File: src/rtl/irrig_pkg.sv
// Shared definitions for the irrigation valve controller: state encoding,
// parameter defaults and the phase-counter width.
package irrig_pkg;

    localparam int unsigned CNT_W = 32;

    localparam int unsigned DEBOUNCE_CYC_DEF  = 500_000;
    localparam int unsigned SETTLE_CYC_DEF    = 25_000_000;
    localparam int unsigned MAX_WATER_CYC_DEF = 1_500_000_000;
    localparam int unsigned LOCKOUT_CYC_DEF   = 250_000_000;

    localparam logic [2:0] ST_CLOSED   = 3'd0;
    localparam logic [2:0] ST_OPENING  = 3'd1;
    localparam logic [2:0] ST_WATERING = 3'd2;
    localparam logic [2:0] ST_CLOSING  = 3'd3;
    localparam logic [2:0] ST_LOCKOUT  = 3'd4;

    typedef enum logic [2:0] {
        S_CLOSED   = ST_CLOSED,
        S_OPENING  = ST_OPENING,
        S_WATERING = ST_WATERING,
        S_CLOSING  = ST_CLOSING,
        S_LOCKOUT  = ST_LOCKOUT
    } irrig_state_e;

    // Terminal count for a duration parameter; a duration of 0 behaves as 1.
    function automatic logic [CNT_W-1:0] last_cnt(input int unsigned cycles);
        return (cycles == 0) ? '0 : CNT_W'(cycles - 1);
    endfunction

endpackage

File: src/rtl/rain_debounce.sv
// Rain sensor input conditioning: 2-flop synchronizer followed by a debouncer
// that accepts a new level only after it has been stable for DEBOUNCE_CYC cycles.
module rain_debounce
    import irrig_pkg::*;
#(
    parameter int unsigned DEBOUNCE_CYC = DEBOUNCE_CYC_DEF
) (
    input  logic clk,
    input  logic reset,
    input  logic rain_raw_i,
    output logic rain_db_o
);

    localparam logic [CNT_W-1:0] DB_LAST = last_cnt(DEBOUNCE_CYC);

    logic             sync1_q, sync2_q;
    logic             db_q, db_d;
    logic [CNT_W-1:0] cnt_q, cnt_d;

    always_comb begin
        db_d  = db_q;
        cnt_d = '0;
        if (sync2_q != db_q) begin
            if (cnt_q == DB_LAST) begin
                db_d = sync2_q;
            end else begin
                cnt_d = cnt_q + 32'd1;
            end
        end
    end

    always_ff @(posedge clk or posedge reset) begin
        if (reset) begin
            sync1_q <= 1'b0;
            sync2_q <= 1'b0;
            db_q    <= 1'b0;
            cnt_q   <= '0;
        end else begin
            sync1_q <= rain_raw_i;
            sync2_q <= sync1_q;
            db_q    <= db_d;
            cnt_q   <= cnt_d;
        end
    end

    assign rain_db_o = db_q;

endmodule

File: src/rtl/irrigation_ctrl.sv
// Irrigation valve sequencer driving a servo open/closed with settle, timeout
// and lockout timing. Define IRRIG_STATS_EN to count completed watering sessions.
module irrigation_ctrl
    import irrig_pkg::*;
#(
    parameter int unsigned DEBOUNCE_CYC  = DEBOUNCE_CYC_DEF,
    parameter int unsigned SETTLE_CYC    = SETTLE_CYC_DEF,
    parameter int unsigned MAX_WATER_CYC = MAX_WATER_CYC_DEF,
    parameter int unsigned LOCKOUT_CYC   = LOCKOUT_CYC_DEF
) (
    input  logic        clk,
    input  logic        reset,
    input  logic        rain_raw,
    input  logic        dry_req,
    input  logic        manual_req,
    output logic        angle_sel,
    output logic        valve_open,
    output logic        busy,
    output logic        timeout,
    output logic        rain_db,
    output logic [15:0] water_cnt
);

    localparam logic [CNT_W-1:0] SETTLE_LAST = last_cnt(SETTLE_CYC);
    localparam logic [CNT_W-1:0] WATER_LAST  = last_cnt(MAX_WATER_CYC);
    localparam logic [CNT_W-1:0] LOCK_LAST   = last_cnt(LOCKOUT_CYC);

    irrig_state_e     state_q, state_d;
    logic [CNT_W-1:0] cnt_q, cnt_d;
    logic             angle_q, angle_d;
    logic             timeout_q, timeout_d;
    logic             lock_q, lock_d;
    logic             req;
    logic             water_hit;

    rain_debounce #(.DEBOUNCE_CYC(DEBOUNCE_CYC)) u_rain_db (
        .clk       (clk),
        .reset     (reset),
        .rain_raw_i(rain_raw),
        .rain_db_o (rain_db)
    );

    assign req       = dry_req | manual_req;
    assign water_hit = (cnt_q == WATER_LAST);

    always_comb begin
        state_d   = state_q;
        cnt_d     = cnt_q + 32'd1;
        timeout_d = timeout_q;
        lock_d    = lock_q;
        case (state_q)
            S_CLOSED: begin
                cnt_d = '0;
                if (req && !rain_db) begin
                    state_d   = S_OPENING;
                    timeout_d = 1'b0;
                    lock_d    = 1'b0;
                end
            end
            S_OPENING: begin
                if (rain_db) begin
                    state_d = S_CLOSING;
                    lock_d  = 1'b1;
                end else if (cnt_q == SETTLE_LAST) begin
                    state_d = S_WATERING;
                end
            end
            S_WATERING: begin
                // All close causes seen in one cycle are recorded together.
                if (rain_db || !req || water_hit) begin
                    state_d = S_CLOSING;
                    lock_d  = rain_db | water_hit;
                    if (water_hit) timeout_d = 1'b1;
                end
            end
            S_CLOSING: begin
                if (cnt_q == SETTLE_LAST) state_d = lock_q ? S_LOCKOUT : S_CLOSED;
            end
            S_LOCKOUT: begin
                if (cnt_q == LOCK_LAST) state_d = S_CLOSED;
            end
            default: state_d = S_CLOSED;
        endcase
        if (state_d != state_q) cnt_d = '0;
        // Registered from the next state so the servo command never glitches.
        angle_d = !((state_d == S_OPENING) || (state_d == S_WATERING));
    end

    always_ff @(posedge clk or posedge reset) begin
        if (reset) begin
            state_q   <= S_CLOSED;
            cnt_q     <= '0;
            angle_q   <= 1'b1;
            timeout_q <= 1'b0;
            lock_q    <= 1'b0;
        end else begin
            state_q   <= state_d;
            cnt_q     <= cnt_d;
            angle_q   <= angle_d;
            timeout_q <= timeout_d;
            lock_q    <= lock_d;
        end
    end

    assign angle_sel  = angle_q;
    assign valve_open = (state_q == S_WATERING);
    assign busy       = (state_q == S_OPENING) || (state_q == S_CLOSING) ||
                        (state_q == S_LOCKOUT);
    assign timeout    = timeout_q;

`ifdef IRRIG_STATS_EN
    logic [15:0] wcnt_q;
    logic        session_done;

    assign session_done = (state_q == S_WATERING) && (state_d == S_CLOSING);

    always_ff @(posedge clk or posedge reset) begin
        if (reset) begin
            wcnt_q <= '0;
        end else if (session_done && (wcnt_q != 16'hFFFF)) begin
            wcnt_q <= wcnt_q + 16'd1;
        end
    end

    assign water_cnt = wcnt_q;
`else
    assign water_cnt = '0;
`endif

endmodule

File: config.mk
export PLATFORM = sky130hd
export DESIGN_NAME = irrigation_ctrl
export DESIGN_NICKNAME = d
export VERILOG_FILES = /design/src/rtl/irrig_pkg.sv /design/src/rtl/rain_debounce.sv /design/src/rtl/irrigation_ctrl.sv
export SDC_FILE = /design/constraint.sdc
export NUM_CORES = 1
export LEC_CHECK = 0
export BUFFER_PORTS_ARGS = -buffer_cell sky130_fd_sc_hd__buf_2
export CAP_MARGIN = 20
export CORE_UTILIZATION = 60
export DETAILED_ROUTE_END_ITERATION = 8
export PLACE_DENSITY_LB_ADDON = 0.25
export SYNTH_ARGS = -nofsm -noshare
export SYNTH_HDL_FRONTEND = slang
export SYNTH_SLANG_ARGS = --single-unit
File: constraint.sdc
create_clock -name clk -period 3.7 [get_ports clk]
set_clock_uncertainty 0.2 [all_clocks]
set_input_delay 0.74 -clock clk [delete_from_list [all_inputs] [get_ports clk]]
set_output_delay 0.74 -clock clk [all_outputs]
set_load 0.1 [all_outputs]
# Yosys cells after proc, flatten, opt, wreduce, memory -nomap -nowiden
# Index checks and enable logic that the tools add are counted.
# totals
memories	0
inputBits	5
rom_bits	0
output_inout_bits	21
latch_bits	0
regBits	73
mem_bits_rw	0
elab_cells	63
# classes
n_bitwise	2
mul	0
n_eq_ne	16
shifts	0
muxes	19
div	0
n_lt_le_gt_ge	0
add_sub_neg	2
n_reduce_logical	15
# ops
operator	count
$mux W32	4
$add A32 B1 Y32 const B	2
$eq A32 B19 Y1 const B	1
$eq A32 B25 Y1 const B	1
$eq A32 B28 Y1 const B	1
$eq A32 B31 Y1 const B	1
$mux W3	7
$pmux W3 S5	1
$eq A3 B2 Y1 const B	3
$reduce_and A4 Y1	2
$eq A3 B1 Y1 const B	2
$ne A2 B1 Y1 const B	3
$logic_or A1 B1 Y1	5
$mux W1	5
$eq A3 B3 Y1 const B	1
$logic_not A1 Y1	3
$logic_not A3 Y1	1
$ne A3 B3 Y1	1
$pmux W1 S3	1
$reduce_bool A3 Y1	1
$ne A2 B2 Y1 const B	1
$or A1 B1 Y1	2
$pmux W1 S2	1
$reduce_and A2 Y1	1
other kinds (3)	3

# Depth between registers and ports, before layout
# logic_depth
word_depth	9
ltp_mapped	8
ltp_nobuf	7

# By module
# A second synthesis with hierarchy kept.
# hier_totals
cells_unflattened	437
hier_area_um2	4086.4
# modules_own_cells
module	instances	area_each_um2	cells_each	seq_area_each_um2
irrigation_ctrl	1	2269.7	249	952.2
rain_debounce	1	1816.7	188	875.8

# Least setup slack after synthesis
# No wires, ideal clock.
# synth_timing
path_type	reg-to-output
startpoint	register state_q[0]
endpoint	output valve_open
n_path_buf	1
path_slack_ns	1.124
required_time_ns	2.760
arrival_time_ns	1.636
path_stages_with_launch	4
path_cell_list	dfrtp_1 > clkbuf_1 > nor2_1 > and2_1
# synth_between
elab_chain_cells	1
# synth_lines
element	line	rtl
from (decl)	irrigation_ctrl.sv:28	irrig_state_e state_q, state_d;
from (signal assigned)	irrigation_ctrl.sv:97	state_q <= state_d;
$eq A3 B2 Y1	irrigation_ctrl.sv:106	assign valve_open = (state_q == S_WATERING);
to (decl)	irrigation_ctrl.sv:17	output logic valve_open,
# No other way between the ends.

# Worst setup path after layout
# Same ends and word-level chain as after synthesis.

==> flow_summary.json <==
{
  "cts_root_buf": "clkbuf_8",
  "cts_buffers": 9,
  "insertion_delay_ns": 0.36,
  "design_area_um2": 4257,
  "fp.dieArea_um2": 7094,
  "cts.path.max_buffers": 2,
  "rsz0062_at_grt": "false",
  "overflow": 0,
  "diodes": 0,
  "cts_sinks": 73,
  "drv_slew": 0,
  "crit_buf_inv": 1,
  "multi_input_area_um2": 2039,
  "clk_pin_slew_ns": 0.08,
  "max_stage_delay_ns": 0.48,
  "synth_largest_area_cell": "dfrtp_1",
  "synthTopCellsByCount": "dfrtp_1, nor2_1, nand2_1",
  "status": "finished, violations left",
  "cts_tree": "done",
  "synth_edf_count": 0,
  "place_area_um2": 4050,
  "post_synth.cell_area_avg_um2": 9.635,
  "worstMarginPinSlew_ns": 0.9152,
  "synthTopCellsByArea": "dfrtp_1, xor2_1, nor2_1",
  "layout-drive-gt1-share_pct": 15.74,
  "setup_ws_ns": 0.8979,
  "synthDistinctLibCells": 51,
  "maxSlewHeadroom_pct": 38.99,
  "cap_violations": 0,
  "path_class": "reg -> out",
  "place.gp.congestion": 0.8417,
  "setup_violations": 0,
  "crit_required_ns": 2.76,
  "io_buffers": 9,
  "ff2ff_setup_slack_ns": 0.98,
  "synthArstFlopShare_pct": 100.0,
  "cts_resized": 0,
  "post_cts_buffers": 0,
  "vias_per_cell": 5.623,
  "core_area_um2": 6422,
  "post-place-ws_ns": 0.9922,
  "p_total_mw": 1.552,
  "area_delta_synth_final_pct": 4.935,
  "critPathTopFamily": "simple AND/OR/NAND/NOR gates",
  "holdBufCountCts": 0,
  "antenna_found_initial": 0,
  "die_w_um": 84.23,
  "endpoint": "valve_open",
  "tns_ns": 0,
  "critical_path.max_fanout": 9,
  "worstReg2RegStart": "cnt_q[15]$_DFF_PP0_",
  "synthCells": 421,
  "ys_warn_count": 0,
  "grt_max_degree": 74,
  "drtPass1Iterations": 7,
  "start_util_pct": 63.16,
  "postRouteWirelength_um": 7524,
  "die_h_um": 84.23,
  "ys_ff_latch": 73,
  "period_needed_ns": 2.802,
  "nets": 434,
  "reg2reg_depth": 7,
  "routedWlPerCell_um": 14.78,
  "violations": "DRC",
  "critical_path_arrival_ns": 1.86,
  "seq_area_um2": 1828,
  "ys_seq_area_share_pct": 45.06,
  "netlist_area_um2": 4056,
  "num_rows": 29,
  "fmax_ghz": 0.3569,
  "drt-initial-drc-count": 235,
  "grt_pass1_wl_um": 13340,
  "fin_crit_sh_pct": 75.73,
  "vdd_ir_drop_max_mv": 0.2471,
  "crit_path_end_kind": "primary output",
  "p_leak_nw": 1.918,
  "drc": 10,
  "slowest_stage": "dfrtp_1",
  "synth-main-ff-cell": "dfrtp_1",
  "hp-start": "u_rain_db.sync1_q$_DFF_PP0_",
  "ant_nets": 0,
  "synth.most_common_cell": "dfrtp_1",
  "vias": 2862,
  "finalHoldViolCount": 0,
  "grt_use_total_pct": 24.16,
  "startpoint": "state_q[0]$_DFF_PP0_",
  "path_cells": "nor2_1, and2_1, buf_2",
  "io_pins": 26,
  "hpwl_um": 5075,
  "worst-path-stages": 3,
  "setup.worst_path.start_class": "register",
  "rr_endpoint": "cnt_q[26]$_DFF_PP0_",
  "hold_class": "reg -> reg",
  "n_fill_cell": 526,
  "cts-htree-levels": 3,
  "grt_pass1_vias": 2800,
  "p_per_area_nw_per_um2": 364.7,
  "synth_top_cell_area_share_pct": 44.42
}
[sequential cells by signal, indices dropped and copies added (netlist names)]
register,cells
cnt_q,32
u_rain_db.cnt_q,32
state_q,3
angle_sel,1
lock_q,1
timeout,1
u_rain_db.rain_db_o,1
u_rain_db.sync1_q,1
u_rain_db.sync2_q,1
[per-layer routing]
metal,global-route usage (%),vias to the layer above,wire length (µm)
li1,-,1399,-
met1,31.93,1399,3445
met2,38.90,50,3680
met3,5.703,14,256
met4,9.404,0,140
met5,0,-,0
[cell usage in the layout (no fill, tap or decap), types with 7 or more instances in the layout]
cell,synthesis,routed
dfrtp_1,72,72
nor2_1,61,61
nand2_1,37,37
xor2_1,34,34
nand3_1,26,26
xnor2_1,25,25
nor2_2,20,20
conb_1,1,16
and3_1,15,15
nand4_1,13,13
clkbuf_8,0,11
buf_2,4,9
nor4_1,7,7
[cell type report]
class	instances	share of cell area, %
Multi-Input combinational cell	325	47.91
Sequential cell	73	42.95
Clock buffer	12	3.645
Tap cell	77	2.263
Timing Repair Buffer	11	1.411
Clock inverter	4	1.205
Inverter	7	0.6173
[how the worst min path moves through the flow]
stage	end	slack (ns)	cells past startpoint
finish	u_rain_db.sync2_q$_DFF_PP0_	0.14	0
global route	u_rain_db.sync2_q$_DFF_PP0_	0.15	0
CTS	u_rain_db.sync2_q$_DFF_PP0_	0.15	0
detailed placement	u_rain_db.sync2_q$_DFF_PP0_	0.14	0
global placement	u_rain_db.sync2_q$_DFF_PP0_	0.13	0
floorplan	u_rain_db.sync2_q$_DFF_PP0_	0.13	0
[through the flow]
stage | hold WS (ns) | utilization (%) | std cells
floorplan | 0.1312 | - | 436
global placement | 0.1319 | 63.06 | 493
detailed placement | 0.1395 | 63.06 | 493
CTS | 0.1476 | 66.28 | 509
global route | 0.1523 | 66.28 | 509
finish | 0.1447 | 66.28 | 509
[report_power, final]
group          switching, mW  internal, mW
logic                 0.0944       0.00577
clock network          0.299         0.349
registers            0.00359         0.801
total                  0.397          1.16
[cell families (layout without fill, tap and decap cells)]
| group | count (synthesis) | after routing | synth area share (%) |
|---|---|---|---|
| buffers and inverters | 38 | 34 | 6.046 |
| and+or+nand+nor | 226 | 226 | 31.74 |
| DFF | 73 | 73 | 45.06 |
| xor gates and xnor gates | 59 | 59 | 12.74 |
| adders and majority gates | 2 | 2 | 0.6168 |
| other | 1 | 16 | 0.09245 |
| muxes | 1 | 1 | 0.2776 |
| AOI/OAI and AO/OA | 21 | 21 | 3.424 |
(Power assumes the default switching activity.)
